==> src/rtl/pipe_ctrl_if.sv <==
// Handshake bundle between ex / hold requesters and the pipeline controller.
// The slave modport is the controller side; master is the requesting environment.
interface pipe_ctrl_if #(
    parameter int STAGES = 3,
    parameter int ADDR_W = 32,
    parameter int NHOLD  = 2
);
    logic              jump_flag_i;
    logic [ADDR_W-1:0] jump_addr_i;
    logic [NHOLD-1:0]  hold_req_i;
    logic              jump_flag_o;
    logic [ADDR_W-1:0] jump_addr_o;
    logic [STAGES-1:0] pause_flag_o;
    logic [STAGES-1:0] flush_flag_o;
    logic              hold_timeout_o;
    logic              busy_o;

    modport master (
        output jump_flag_i, jump_addr_i, hold_req_i,
        input  jump_flag_o, jump_addr_o, pause_flag_o, flush_flag_o,
               hold_timeout_o, busy_o
    );

    modport slave (
        input  jump_flag_i, jump_addr_i, hold_req_i,
        output jump_flag_o, jump_addr_o, pause_flag_o, flush_flag_o,
               hold_timeout_o, busy_o
    );
endinterface

==> src/rtl/pipe_ctrl.sv <==
// Pipeline controller: arbitrates ex redirects against multi-cycle holds,
// replaying a jump captured during a hold once the hold releases.
module pipe_ctrl #(
    parameter int STAGES   = 3,
    parameter int ADDR_W   = 32,
    parameter int NHOLD    = 2,
    parameter int HOLD_MAX = 255
) (
    input logic      clk,
    input logic      rst,
    pipe_ctrl_if.slave bus
);
    localparam int CW = (HOLD_MAX > 0) ? $clog2(HOLD_MAX + 1) : 1;
    localparam logic [CW-1:0]     CNT_MAX   = CW'(HOLD_MAX);
    localparam bit                WD_EN     = (HOLD_MAX != 0);
    localparam logic [STAGES-1:0] FLUSH_ALL = ~STAGES'(1);
    localparam logic [STAGES-1:0] PAUSE_ALL = '1;

    typedef enum logic [1:0] {IDLE, HOLD, REPLAY} state_t;

    state_t            r_state;
    state_t            w_stateNext;
    logic              r_pendVld;
    logic [ADDR_W-1:0] r_pendAddr;
    logic [CW-1:0]     r_holdCnt;
    logic              r_timeout;
    logic              w_holdAny;
    logic              w_capture;
    logic              w_pendAfter;

    assign w_holdAny = |bus.hold_req_i;

    // The first jump seen while held (or on the hold-entry cycle) is kept.
    assign w_capture   = bus.jump_flag_i & ~r_pendVld &
                         ((r_state == HOLD) | ((r_state == IDLE) & w_holdAny));
    assign w_pendAfter = r_pendVld | w_capture;

    always_comb begin
        w_stateNext = r_state;
        case (r_state)
            IDLE:    if (w_holdAny) w_stateNext = HOLD;
            HOLD:    if (!w_holdAny) w_stateNext = w_pendAfter ? REPLAY : IDLE;
            REPLAY:  w_stateNext = w_holdAny ? HOLD : IDLE;
            default: w_stateNext = IDLE;
        endcase
    end

    always_ff @(posedge clk or posedge rst) begin
        if (rst) begin
            r_state    <= IDLE;
            r_pendVld  <= 1'b0;
            r_pendAddr <= '0;
            r_holdCnt  <= '0;
            r_timeout  <= 1'b0;
        end else begin
            r_state <= w_stateNext;
            if (r_state == REPLAY) begin
                r_pendVld <= 1'b0;
            end else if (w_capture) begin
                r_pendVld  <= 1'b1;
                r_pendAddr <= bus.jump_addr_i;
            end
            if ((r_state == HOLD) && (w_stateNext == HOLD))
                r_holdCnt <= (r_holdCnt == CNT_MAX) ? r_holdCnt : r_holdCnt + CW'(1);
            else
                r_holdCnt <= '0;
            // Sticky until reset; the hold itself is never released by it.
            if (WD_EN && (r_state == HOLD) && (r_holdCnt == CNT_MAX))
                r_timeout <= 1'b1;
        end
    end

    always_comb begin
        bus.jump_flag_o  = 1'b0;
        bus.jump_addr_o  = '0;
        bus.pause_flag_o = '0;
        bus.flush_flag_o = '0;
        if (!rst) begin
            case (r_state)
                IDLE: begin
                    if (w_holdAny) begin
                        bus.pause_flag_o = PAUSE_ALL;
                    end else begin
                        bus.jump_flag_o  = bus.jump_flag_i;
                        bus.jump_addr_o  = bus.jump_addr_i;
                        bus.flush_flag_o = bus.jump_flag_i ? FLUSH_ALL : '0;
                    end
                end
                HOLD: bus.pause_flag_o = PAUSE_ALL;
                REPLAY: begin
                    bus.jump_flag_o  = 1'b1;
                    bus.jump_addr_o  = r_pendAddr;
                    bus.flush_flag_o = FLUSH_ALL;
                end
                default: ;
            endcase
        end
    end

    assign bus.busy_o         = ~rst & ((r_state != IDLE) | r_pendVld);
    assign bus.hold_timeout_o = r_timeout;
endmodule

==> src/flat_wrapper.sv <==
// flat-port wrapper written by rule: the top's interface ports become plain ports
module pipe_ctrl_flat 
#(
    parameter int STAGES   = 3,
    parameter int ADDR_W   = 32,
    parameter int NHOLD    = 2,
    parameter int HOLD_MAX = 255
)
  (clk, rst, bus_jump_flag_i, bus_jump_addr_i, bus_hold_req_i, bus_jump_flag_o, bus_jump_addr_o, bus_pause_flag_o, bus_flush_flag_o, bus_hold_timeout_o, bus_busy_o);
  pipe_ctrl_if #(.STAGES(STAGES), .ADDR_W(ADDR_W), .NHOLD(NHOLD)) bus_i ();
  input logic clk;
  input logic rst;
  input wire logic [$bits(bus_i.jump_flag_i)-1:0] bus_jump_flag_i;
  input wire logic [$bits(bus_i.jump_addr_i)-1:0] bus_jump_addr_i;
  input wire logic [$bits(bus_i.hold_req_i)-1:0] bus_hold_req_i;
  output wire logic [$bits(bus_i.jump_flag_o)-1:0] bus_jump_flag_o;
  output wire logic [$bits(bus_i.jump_addr_o)-1:0] bus_jump_addr_o;
  output wire logic [$bits(bus_i.pause_flag_o)-1:0] bus_pause_flag_o;
  output wire logic [$bits(bus_i.flush_flag_o)-1:0] bus_flush_flag_o;
  output wire logic [$bits(bus_i.hold_timeout_o)-1:0] bus_hold_timeout_o;
  output wire logic [$bits(bus_i.busy_o)-1:0] bus_busy_o;
  assign bus_i.jump_flag_i = bus_jump_flag_i;
  assign bus_i.jump_addr_i = bus_jump_addr_i;
  assign bus_i.hold_req_i = bus_hold_req_i;
  assign bus_jump_flag_o = bus_i.jump_flag_o;
  assign bus_jump_addr_o = bus_i.jump_addr_o;
  assign bus_pause_flag_o = bus_i.pause_flag_o;
  assign bus_flush_flag_o = bus_i.flush_flag_o;
  assign bus_hold_timeout_o = bus_i.hold_timeout_o;
  assign bus_busy_o = bus_i.busy_o;
  pipe_ctrl #(.STAGES(STAGES), .ADDR_W(ADDR_W), .NHOLD(NHOLD), .HOLD_MAX(HOLD_MAX)) u_core (.clk(clk), .rst(rst), .bus(bus_i));
endmodule
==> config.mk <==
export PLATFORM = sky130hd
export DESIGN_NAME = pipe_ctrl_flat
export DESIGN_NICKNAME = d
export VERILOG_FILES = /design/src/rtl/pipe_ctrl_if.sv /design/src/rtl/pipe_ctrl.sv /design/src/flat_wrapper.sv
export SDC_FILE = /design/constraint.sdc
export NUM_CORES = 1
export LEC_CHECK = 0
export CORE_MARGIN = 2
export CORE_UTILIZATION = 51
export CTS_BUF_LIST = sky130_fd_sc_hd__clkbuf_8
export CTS_CLUSTER_SIZE = 12
export DETAILED_ROUTE_END_ITERATION = 16
export PLACE_DENSITY = 0.86
export REMOVE_ABC_BUFFERS = 1
export SLEW_MARGIN = 10
export SYNTH_ARGS = -nofsm -noshare
export SYNTH_HDL_FRONTEND = slang
export SYNTH_SLANG_ARGS = --single-unit
export TNS_END_PERCENT = 50
==> constraint.sdc <==
create_clock -name clk -period 2.75 [get_ports clk]
set_input_delay 0.275 -clock clk [delete_from_list [all_inputs] [get_ports clk]]
set_output_delay 0.275 -clock clk [all_outputs]
set_load 0.005 [all_outputs]
==> Flow_metrics.wiki <==
{| class="wikitable"
! Metric !! Value
|-
| Unique cell type count in the Yosys netlist || 33
|-
| Via count of the first global-routing pass || 2020
|-
| Adder-cell area share of the yosys netlist || 0.00540
|-
| Syn-to-layout area delta || 38.8%
|-
| Main flop type after synthesis || dfrtp_1
|-
| Clock net sink count || 44
|-
| Launch instance of the worst register-to-register path || u_core.r_state[0]$_DFF_PP0_
|-
| Combined global-route utilization of all metal layers || 0.235
|-
| Inserted Clock Buffers || 5
|-
| Clock tree root driver cell || clkbuf_8
|-
| Final core utilization || 0.739
|-
| Post-synth design cell area || 0.00232 mm²
|-
| Worst clock skew || 11.7 ps
|-
| Routed length per instance || 16.3 µm
|-
| Worst path required time || 2480 ps
|-
| Worst-path cell chain || nor4_4 -> buf_12 -> a22oi_1 -> nor3_1 -> clkdlybuf4s50_1
|-
| Maximum clock insertion buffer count || 2
|-
| Die Footprint || 0.00510 mm²
|-
| Arrival time reported for the critical path endpoint || 2290 ps
|-
| Area share of the largest cell type after synthesis || 0.475
|-
| Final #Nets || 327
|-
| Finish-stage setup viols || 0
|-
| Initial antenna violation count || 0
|-
| Fraction of the yosys area taken by sequential cells || 0.475
|-
| Basic-gate share of the synthesized area counting and, or, nand and nor cells || 0.140
|-
| Met1 layer wirelength in the final routing || 2.40 mm
|-
| Worst Hold Depth || 1
|-
| Kind of launch point of the worst setup path || flop
|-
| Vias post-DR || 1968
|-
| Classification of the worst-slack hold path || reg2reg
|-
| Max Cap Viol || 0
|-
| Final routed DRC violation total || 0
|-
| Status || completed
|-
| Count of fill cells added during filler insertion || 312
|-
| Class of the most critical setup path || reg2out
|-
| Setup TNS || 0 ps
|-
| Inserted Diodes || 0
|-
| TritonRoute pass-1 iters || 5
|-
| Worst Hold End || u_core.bus.hold_timeout_o$_DFFE_PP0P_
|-
| Crit end category || primary output
|-
| Synth Warn # || 0
|-
| Areal power density over the cells || 662 mW/mm²
|-
| Post-CTS setup buffers || 0
|-
| Starting density of the core || 0.532
|-
| Clk_lat worst skew || 300 ps
|-
| Met3 wirelength from detailed routing || 372 µm
|-
| CTS H-tree depth || 2
|-
| Post-synthesis instance total || 222
|-
| R2r endpoint || u_core.r_holdCnt[6]$_DFFE_PP0P_
|-
| Max VDD drop || 443 µV
|-
| Horizontal die dimension || 71.4 µm
|-
| Crit path buf inv count || 2
|-
| CTS tree || built
|-
| Largest net degree at the start of global routing || 37
|-
| I/O pin cnt || 78
|-
| Clock slew at reported path FFs || 80 ps
|-
| Post-cts hold buffer count || 0
|-
| Master of the slowest instance on the critical path || clkdlybuf4s50_1
|-
| Top post-synthesis cells by area || dfrtp_1 47%, mux2_2 15%, a22oi_1 10%
|-
| Average cell area after synthesis || 10.4 µm²
|-
| Row cnt || 24
|-
| Xor/xnor share of the synthesized area || 0
|-
| Synth async-reset ratio || 1.00
|-
| Antenna-violating nets left || 0
|-
| Max-slew violations || 0
|-
| Post-synthesis compound-gate area fraction || 0.151
|-
| Highest metal layer with signal wires || met4
|-
| Via count normalized by instance count || 5.75
|-
| Cell taking the most area after synthesis || dfrtp_1
|-
| Placer Congestion || 0.764
|-
| Global route total overflow || 0
|-
| Number of synthesized register bits || 44
|-
| Leakage power || 1.27 nW
|-
| Detailed-placement wirelength estimate || 3.77 mm
|-
| Main combinational cell family by area after synthesis || multiplexers
|-
| Final worst-path cycle share || 0.932
|-
| Multiplexer fraction of the synthesized cell area || 0.164
|-
| Total wire length after detailed routing || 5.58 mm
|-
| Worst setup slack for register-to-register paths || 980 ps
|-
| Die span in y || 71.4 µm
|-
| Max frequency || 0.390 GHz
|-
| DRT iter0 DRCs || 123
|-
| Endpoints failing hold || 0
|-
| Maximum fanout along the worst path || 32
|-
| Setup repair after global routing missed its margin || no
|-
| Kind of cell adding the most delay to the critical path || buffers and inverters
|-
| Post-CTS Resized || 0
|-
| Final critical path time including I/O delays and setup || 2560 ps
|-
| Max incr delay on CP || 550 ps
|-
| Total met2 wirelength after detailed routing || 2.74 mm
|-
| Launch instance of the worst min-delay path || u_core.bus.hold_timeout_o$_DFFE_PP0P_
|-
| Area inside the core boundary || 0.00435 mm²
|-
| Global-route wire length before repair || 9.53 mm
|-
| Logic depth of the worst register-to-register path || 4
|-
| Number of enable-type register cells in the synthesized netlist || 0
|-
| Layout cell share with drive strength beyond 1 || 0.172
|-
| Port Buffers || 76
|}
==> final cells by class <==
type / count / area (µm²) / share of cell area
flip-flops and latches: 44 / 1100 / 0.342
multi-input cells: 152 / 1080 / 0.336
repair buffers: 83 / 851 / 0.264
clock buffers: 5 / 68.8 / 0.0214
well taps: 52 / 65.1 / 0.0202
clock inverters: 3 / 38.8 / 0.0121
inverters: 3 / 11.3 / 0.00350
==> sequential cells by signal, summed over array words and instances (netlist names) <==
| name | cells |
|---|---|
| u_core.bus.hold_timeout_o | 1 |
| u_core.r_state | 2 |
| u_core.r_pendAddr | 32 |
| u_core.r_pendVld | 1 |
| u_core.r_holdCnt | 8 |
==> layer usage <==
| metal | up-vias | GRT usage |
|---|---|---|
| met2 | 51 | 0.365 |
| li1 | 933 | - |
| met4 | 0 | 0.0629 |
| met1 | 978 | 0.324 |
| met3 | 6 | 0.0689 |
| met5 | - | 0 |
==> worst max-delay path by stage <==
stage                                start                   to  cells after the start
2_1_floorplan  u_core.r_state[0]$_DFF_PP0_  bus_jump_addr_o[10]                      3
3_3_place_gp             bus_hold_req_i[1]  bus_jump_addr_o[10]                      6
3_5_place_dp             bus_hold_req_i[1]  bus_jump_addr_o[19]                      6
4_1_cts        u_core.r_state[1]$_DFF_PP0_  bus_jump_addr_o[19]                      5
5_1_grt        u_core.r_state[1]$_DFF_PP0_  bus_jump_addr_o[15]                      5
6_report       u_core.r_state[1]$_DFF_PP0_  bus_jump_addr_o[19]                      5
==> cell families after synthesis <==
group | after synthesis
AOI/OAI and AO/OA | 48
adders and majority gates | 1
buffers and inverters | 26
DFF | 44
muxes | 34
other | 1
and+or+nand+nor | 68
==> power breakdown <==
part	total [mW]	internal [mW]	switching [mW]
logic	0.588	0.367	0.220
registers	1.06	0.905	0.155
clock network	0.484	0.266	0.218
==> cells in the mapped netlist, drive strengths merged, types with 3 or more instances <==
| library cell | count |
|---|---|
| a21oi | 9 |
| a22oi | 32 |
| buf | 13 |
| clkbuf | 10 |
| dfrtp | 44 |
| inv | 3 |
| mux2 | 32 |
| nand2 | 4 |
| nand3 | 6 |
| nor2 | 34 |
| nor3 | 11 |
==> stage by stage <==
stage / hold slack [ps] / instance area, µm² / std cells / worst slack, ps / power (mW)
2_1_floorplan: 407 / 2180 / 199 / 124 / 1.40
5_1_grt: 514 / 3220 / 342 / 74.0 / 2.26
6_report: 483 / 3220 / 342 / 186 / 2.13
4_1_cts: 489 / 3220 / 342 / 185 / 2.14
3_5_place_dp: 472 / 3110 / 334 / 423 / 1.65
3_3_place_gp: 453 / 3110 / 334 / 466 / 1.60
==> layout by cell type, fill, tap and decap left out, types with 2 or more instances in the layout <==
master / instances
a22oi_1: 32
and3_1: 2
clkbuf_8: 5
o21ai_0: 2
buf_12: 3
mux2_2: 31
nand2_1: 4
nand4_1: 2
mux2i_1: 2
clkdlybuf4s50_1: 76
a21oi_1: 9
dfrtp_1: 44
buf_4: 4
nand3_1: 6
inv_1: 3
nand3b_1: 2
nor3_1: 11
nor2_1: 34
Power figures use the tool's default switching activity.
